## config.mk

```make
export PLATFORM = sky130hd
export DESIGN_NAME = mem_port_arbiter
export DESIGN_NICKNAME = d
export VERILOG_FILES = /design/src/rtl/mem_port_arbiter.sv
export SDC_FILE = /design/constraint.sdc
export NUM_CORES = 1
export LEC_CHECK = 0
export BUFFER_PORTS_ARGS = -buffer_cell sky130_fd_sc_hd__buf_4
export CORE_UTILIZATION = 38
export DETAILED_ROUTE_END_ITERATION = 7
export PLACE_DENSITY = 0.63
export RECOVER_POWER = 25
export SYNTH_ARGS = -nofsm -noshare
export SYNTH_HDL_FRONTEND = slang
export SYNTH_SLANG_ARGS = --single-unit
```

## constraint.sdc

```tcl
create_clock -name clk -period 2.01 [get_ports clk]
set_input_delay 0.5025 -clock clk [delete_from_list [all_inputs] [get_ports clk]]
set_output_delay 0.5025 -clock clk [all_outputs]
set_load 0.02 [all_outputs]
```

## src/rtl/mem_port_arbiter.sv

```systemverilog
// mem_port_arbiter: shares one handshaked single-port memory between the
// instruction-fetch port and the load/store port. Data accesses win, except
// that a saturating streak counter hands the memory to fetch after
// STREAK_MAX back-to-back data grants while fetch was waiting.
module mem_port_arbiter #(
    parameter int unsigned ADDR_W     = 10,
    parameter int unsigned DATA_W     = 32,
    parameter int unsigned STREAK_MAX = 4
) (
    input  logic              clk,
    input  logic              reset,
    input  logic              if_req,
    input  logic [ADDR_W-1:0] if_addr,
    output logic [DATA_W-1:0] if_rdata,
    output logic              if_valid,
    output logic              if_stall,
    input  logic              d_req,
    input  logic              d_we,
    input  logic [ADDR_W-1:0] d_addr,
    input  logic [DATA_W-1:0] d_wdata,
    output logic [DATA_W-1:0] d_rdata,
    output logic              d_valid,
    output logic              d_stall,
    output logic              mem_req,
    output logic              mem_we,
    output logic [ADDR_W-1:0] mem_addr,
    output logic [DATA_W-1:0] mem_wdata,
    input  logic              mem_ready,
    input  logic [DATA_W-1:0] mem_rdata
);

    localparam int unsigned STREAK_W = 4;
    localparam logic [STREAK_W-1:0] STREAK_LIM = STREAK_W'(STREAK_MAX);

    typedef enum logic [1:0] {
        IDLE = 2'd0,
        BUSY = 2'd1,
        RESP = 2'd2
    } state_t;

    typedef enum logic {
        OWN_IF = 1'b0,
        OWN_D  = 1'b1
    } owner_t;

    state_t              state_q,     state_d;
    owner_t              owner_q,     owner_d;
    logic [STREAK_W-1:0] streak_q,    streak_d;
    logic                mem_req_q,   mem_req_d;
    logic                mem_we_q,    mem_we_d;
    logic [ADDR_W-1:0]   mem_addr_q,  mem_addr_d;
    logic [DATA_W-1:0]   mem_wdata_q, mem_wdata_d;
    logic [DATA_W-1:0]   if_rdata_q,  if_rdata_d;
    logic [DATA_W-1:0]   d_rdata_q,   d_rdata_d;
    logic                if_valid_q,  if_valid_d;
    logic                d_valid_q,   d_valid_d;
    logic                d_grant;
    logic                if_grant;

    // Next-state and next-output logic: arbitrate in IDLE, wait for the memory in BUSY, pulse valid in RESP
    always_comb begin
        state_d     = state_q;
        owner_d     = owner_q;
        streak_d    = streak_q;
        mem_req_d   = mem_req_q;
        mem_we_d    = mem_we_q;
        mem_addr_d  = mem_addr_q;
        mem_wdata_d = mem_wdata_q;
        if_rdata_d  = if_rdata_q;
        d_rdata_d   = d_rdata_q;
        if_valid_d  = 1'b0;
        d_valid_d   = 1'b0;
        d_grant     = 1'b0;
        if_grant    = 1'b0;

        case (state_q)
            IDLE: begin
                d_grant  = d_req && (!if_req || (streak_q < STREAK_LIM));
                if_grant = !d_grant && if_req;
                if (d_grant) begin
                    mem_req_d   = 1'b1;
                    mem_we_d    = d_we;
                    mem_addr_d  = d_addr;
                    mem_wdata_d = d_wdata;
                    owner_d     = OWN_D;
                    state_d     = BUSY;
                    // Count only data grants that made fetch wait
                    if (if_req && (streak_q < STREAK_LIM)) begin
                        streak_d = streak_q + STREAK_W'(1);
                    end
                end else if (if_grant) begin
                    mem_req_d  = 1'b1;
                    mem_we_d   = 1'b0;
                    mem_addr_d = if_addr;
                    owner_d    = OWN_IF;
                    streak_d   = '0;
                    state_d    = BUSY;
                end
                if (!if_req) begin
                    streak_d = '0;
                end
            end
            BUSY: begin
                if (mem_ready) begin
                    mem_req_d = 1'b0;
                    mem_we_d  = 1'b0;
                    state_d   = RESP;
                    if (owner_q == OWN_D) begin
                        d_valid_d = 1'b1;
                        if (!mem_we_q) begin
                            d_rdata_d = mem_rdata;
                        end
                    end else begin
                        if_valid_d = 1'b1;
                        if_rdata_d = mem_rdata;
                    end
                end
            end
            RESP: begin
                state_d = IDLE;
            end
            default: begin
                state_d = IDLE;
            end
        endcase
    end

    // State and output registers with synchronous reset; reset abandons any access in flight
    always_ff @(posedge clk) begin
        if (reset) begin
            state_q     <= IDLE;
            owner_q     <= OWN_IF;
            streak_q    <= '0;
            mem_req_q   <= 1'b0;
            mem_we_q    <= 1'b0;
            mem_addr_q  <= '0;
            mem_wdata_q <= '0;
            if_rdata_q  <= '0;
            d_rdata_q   <= '0;
            if_valid_q  <= 1'b0;
            d_valid_q   <= 1'b0;
        end else begin
            state_q     <= state_d;
            owner_q     <= owner_d;
            streak_q    <= streak_d;
            mem_req_q   <= mem_req_d;
            mem_we_q    <= mem_we_d;
            mem_addr_q  <= mem_addr_d;
            mem_wdata_q <= mem_wdata_d;
            if_rdata_q  <= if_rdata_d;
            d_rdata_q   <= d_rdata_d;
            if_valid_q  <= if_valid_d;
            d_valid_q   <= d_valid_d;
        end
    end

    assign mem_req   = mem_req_q;
    assign mem_we    = mem_we_q;
    assign mem_addr  = mem_addr_q;
    assign mem_wdata = mem_wdata_q;
    assign if_rdata  = if_rdata_q;
    assign d_rdata   = d_rdata_q;
    assign if_valid  = if_valid_q;
    assign d_valid   = d_valid_q;

    // Stalls follow the live request so the pipeline releases in the valid cycle
    assign if_stall = if_req & ~if_valid_q;
    assign d_stall  = d_req & ~d_valid_q;

endmodule

```

# --- Word level (Yosys, flattened, before mapping) ---
# Index checks and enable logic that the tools add are counted.
word_totals:
  word_cells: 63
  reg_bits: 117
  output_inout_bits: 112
  input_bits: 90
op_classes:
  magnitude_cmp: 1
  n_eq_ne: 5
  n_bitwise: 8
  mux: 20
  reduce_logical: 17
  add_sub_neg: 1
op_table:
  columns: ["cell", "n"]
  rows:
  - ["10-bit 2-to-1 mux", 2]
  - ["4-bit 2-to-1 mux", 4]
  - ["3-bit AND reduction", 3]
  - ["1-bit 2-to-1 mux", 8]
  - ["2-bit 2-to-1 mux", 3]
  - ["1-bit NOT", 6]
  - ["2-bit AND reduction", 3]
  - ["4-bit by 1-bit adder with 4-bit output (second input constant)", 1]
  - ["4-bit by 3-bit less-than comparator with 1-bit output (second input constant)", 1]
  - ["1-bit case mux with 2 select lines", 2]
  - ["2-bit case mux with 2 select lines", 1]
  - ["4-bit AND reduction", 1]
  - ["2-bit nonzero test", 2]
  - ["1-bit logical AND", 3]
  - ["3-bit by 1-bit inequality test with 1-bit output (second input constant)", 1]
  - ["3-bit by 2-bit inequality test with 1-bit output (second input constant)", 1]
  - ["3-bit inequality test (second input constant)", 1]
  - ["3-bit OR reduction", 1]
  - ["1-bit AND", 2]
  - ["2-bit by 1-bit == test with 1-bit output (second input constant)", 1]
  - ["1-bit logical NOT", 2]
  - ["2-bit logical NOT", 1]
  - ["2-bit inequality test (second input constant)", 1]
  - ["1-bit logical OR", 1]

# --- Depth between registers and ports, before layout ---
depth:
  ltp_word: 8
  mapped_depth: 5
  depth_no_buf: 3

# --- Least setup slack after synthesis ---
# Ideal clock, no wire load.
synth_path:
  kind: "input -> output"
  startpoint: "in d_req"
  endpoint: "out d_stall"
  arrival_ns: 1.039
  n_path_buf: 1
  setup_slack_ns: 0.469
  cell_stages: 3
  required_ns: 1.507
  cell_sequence: "inv_1 clkbuf_1 nor2_1"
synth_via:
  elab_chain_len: 1
synth_lines:
  columns: ["element", "line", "text"]
  rows:
  - ["from (decl)", "17", "input logic d_req,"]
  - ["1-bit AND", "168", "assign d_stall = d_req & ~d_valid_q;"]
  - ["to (decl)", "23", "output logic d_stall,"]
# Every way passes these cells.

# --- Worst setup path in the final report ---
layout_path:
  startpoint: "in reset"
  endpoint: "reg mem_req_q (netlist: mem_req)"
layout_lines:
  columns: ["element", "line", "text"]
  rows:
  - ["from (decl)", "11", "input logic reset,"]
  - ["to (signal assigned)", "146", "mem_req_q <= mem_req_d;"]
  - ["to (decl)", "49", "logic mem_req_q, mem_req_d;"]
# No word-level cell between the ends.

==> reports/results.ini <==
[run_status]
status = finished clean

[sta]
tns_ns = 0
worst_slack_ns = 0.288
fin_worst_skew_ns = 0.00531
drv_slew = 0
worstMarginPinSlew_ns = 0.913
relSlewSlack = 0.391
final-setup-viol-count = 0
max_freq_mhz = 581
whs_ns = 0.354
min_period_ns = 1.72
rsz0062_at_grt = no
hold_viol = 0
fin_crit_sh = 0.857

[floorplanning]
core_mm2 = 0.0120
top_level_ports = 202
die_area_mm2 = 0.0127
fp-row-count = 40
die_h_um = 113
start_util = 0.389
die_width_um = 113

[route]
ant_nets = 0
viasPerCell = 5.04
dr.pass1.iters = 4
drcViolationCount = 0
drtIter0Drc = 293
vias = 4432
routed_wl_mm = 12.7
wl_per_cell_um = 14.5

[logic_synthesis]
synth_top_cell_by_area = dfxtp_1
synth_cell_types = 32
synthTopCellsByArea = dfxtp_1 (50%), nand2b_1 (8.7%), a21oi_1 (8.4%), mux2i_1 (6.9%), nand2_1 (5.2%)
syn_avg_cell_area_um2 = 8.73
synth-seq-cells = 117
synth_top_area_frac = 0.504
ys_seq_area_frac = 0.504
synthesis.area_mm2 = 0.00465
syn-num-nets = 624
ys.warnings.count = 0
synth_cells = 533

[cts]
post-cts-setup-buffer-count = 0
numCtsBuffers = 17
cts_tree = built
clockBufferDepth = 2
clock_sinks = 117
ctsHoldBuffers = 0
insertion_delay_ns = 0.41
path_clk_slew_ns = 0.05
postCtsResizedCells = 0
cts-root-buf = clkbuf_16
htree_levels = 4

[job]
maxCapViolCount = 0

[placement]
pre_cts_ws_ns = 0.259
dp_hpwl_mm = 9.03
io_buffer_count = 201
gp_congestion = 0.760
place_inst = 849

[finish]
multi_input_area_mm2 = 0.00211
fill_cells = 1098
utilization = 0.569
fin_cells = 880
final_nets = 812
final_cell_mix = buf_4 (201), dfxtp_1 (117), a21oi_1 (78), nand2_1 (65), nand2b_1 (65)
final_common_cell = buf_4
seqCellArea_mm2 = 0.00234
drive_gt1_frac = 0.327
insertedDiodeCount = 0
syn_to_final_growth_pct = 46.3

[critical_path]
crit_path_end_kind = flip-flop
r2r-end = d_rdata[24]$_SDFFE_PP0P_
cp.arrival_ns = 1.99
worstSetupPathType = in -> reg
r2r-start = state_q[1]$_SDFFE_PP0P_
critical_path.cell_chain = clkbuf_2 -> clkbuf_4 -> nor3_1
worstPathRequired_ns = 2.28
reg2reg_depth = 4
slowest_delay_ns = 0.68
start_kind = primary input
r2r_slack_ns = 0.30
crit_fanout = 64
crit_path_top_delay_cell = clkbuf_2

[min_path]
hold_end = if_rdata[10]$_SDFFE_PP0P_
hp-start = mem_rdata[10]
worst_hold_path_type = in -> reg
whs_path_depth = 3

[pwr]
vdd_drop_max_mv = 0.424
p_leak_uw = 0.00287
powerDensity_mw_per_mm2 = 919

[global_routing]
overflow = 0
antenna_found_initial = 0
grt_max_degree = 65
grt_pass1_wl_mm = 20.6
grt_pass1_vias = 4167
track_usage = 0.205

## critical path: cells and delay by family
kind / cells / cell delay (ns)
simple gates: 1 / 0.13
buf+inv: 2 / 1.32
## layout make-up
cell class                      instances  area share
Sequential cell                       117       0.344
Multi-Input combinational cell        366       0.310
Timing Repair Buffer                  217       0.234
Clock buffer                           29      0.0824
Tap cell                              147      0.0270
Clock inverter                          2     0.00147
Inverter                                2     0.00110
## kinds of logic (layout without fill, tap and decap cells)
logic type | Yosys count | in the layout | synth area share
and+or+nand+nor | 195 | 195 | 0.216
AOI/OAI and AO/OA | 138 | 138 | 0.162
buffers and inverters | 50 | 250 | 0.0468
muxes | 32 | 32 | 0.0689
adders and majority gates | 1 | 1 | 0.00269
DFF | 117 | 117 | 0.504
## sequential cells by signal, indices dropped and copies added, names as in the netlist
register	count
if_valid	1
d_valid	1
streak_q	4
mem_req	1
if_rdata	32
mem_addr	10
state_q	2
mem_we	1
d_rdata	32
owner_q	1
mem_wdata	32
## where the power goes
group	internal [µW]	total [µW]	switching [µW]
Clock	1860	2830	968
Combinational	412	906	494
Sequential	2440	2520	75.7
## layer usage
metal / up-vias / track usage / wire [µm]
met2: 182 / 0.331 / 5940
li1: 2198 / - / -
met1: 2036 / 0.251 / 5540
met5: - / 0 / 0
met4: 0 / 0.0916 / 182
met3: 16 / 0.0626 / 1060
## how the worst max path moves through the flow
stage                      from                    endpoint  slack, ns
after floorplan           d_req                     d_stall       0.47
after global placement    d_req                     d_stall       0.31
after detailed placement  d_req  mem_wdata[10]$_SDFFE_PP0P_       0.26
after CTS                 d_req                     d_stall       0.30
after global routing      reset        mem_req$_SDFFE_PP0P_       0.13
final                     reset        mem_req$_SDFFE_PP0P_       0.29
## through the flow
step | power [µW] | instance area (µm²)
after CTS | 6330 | 6870
after global routing | 6540 | 6810
after global placement | 3470 | 6300
after floorplan | 3050 | 4650
after detailed placement | 3490 | 6300
final | 6250 | 6810
## synthesized netlist by cell type (all sizes together)
master     n
nand3     43
nand4      1
a311oi    10
a21oi     78
clkbuf    39
nand3b     1
o211ai     1
ha         1
dfxtp    117
inv        2
mux2i     32
o41ai      1
o21ai     44
nor2       9
nand4bb    1
or2        2
nor2b      1
o21ba      1
nor3       2
nand2     65
buf        9
a32o       2
nand2b    65
and3b      1
and2       2
nor3b      1
o21a       1
nor4bb     1
Power figures use the tool's default switching activity.
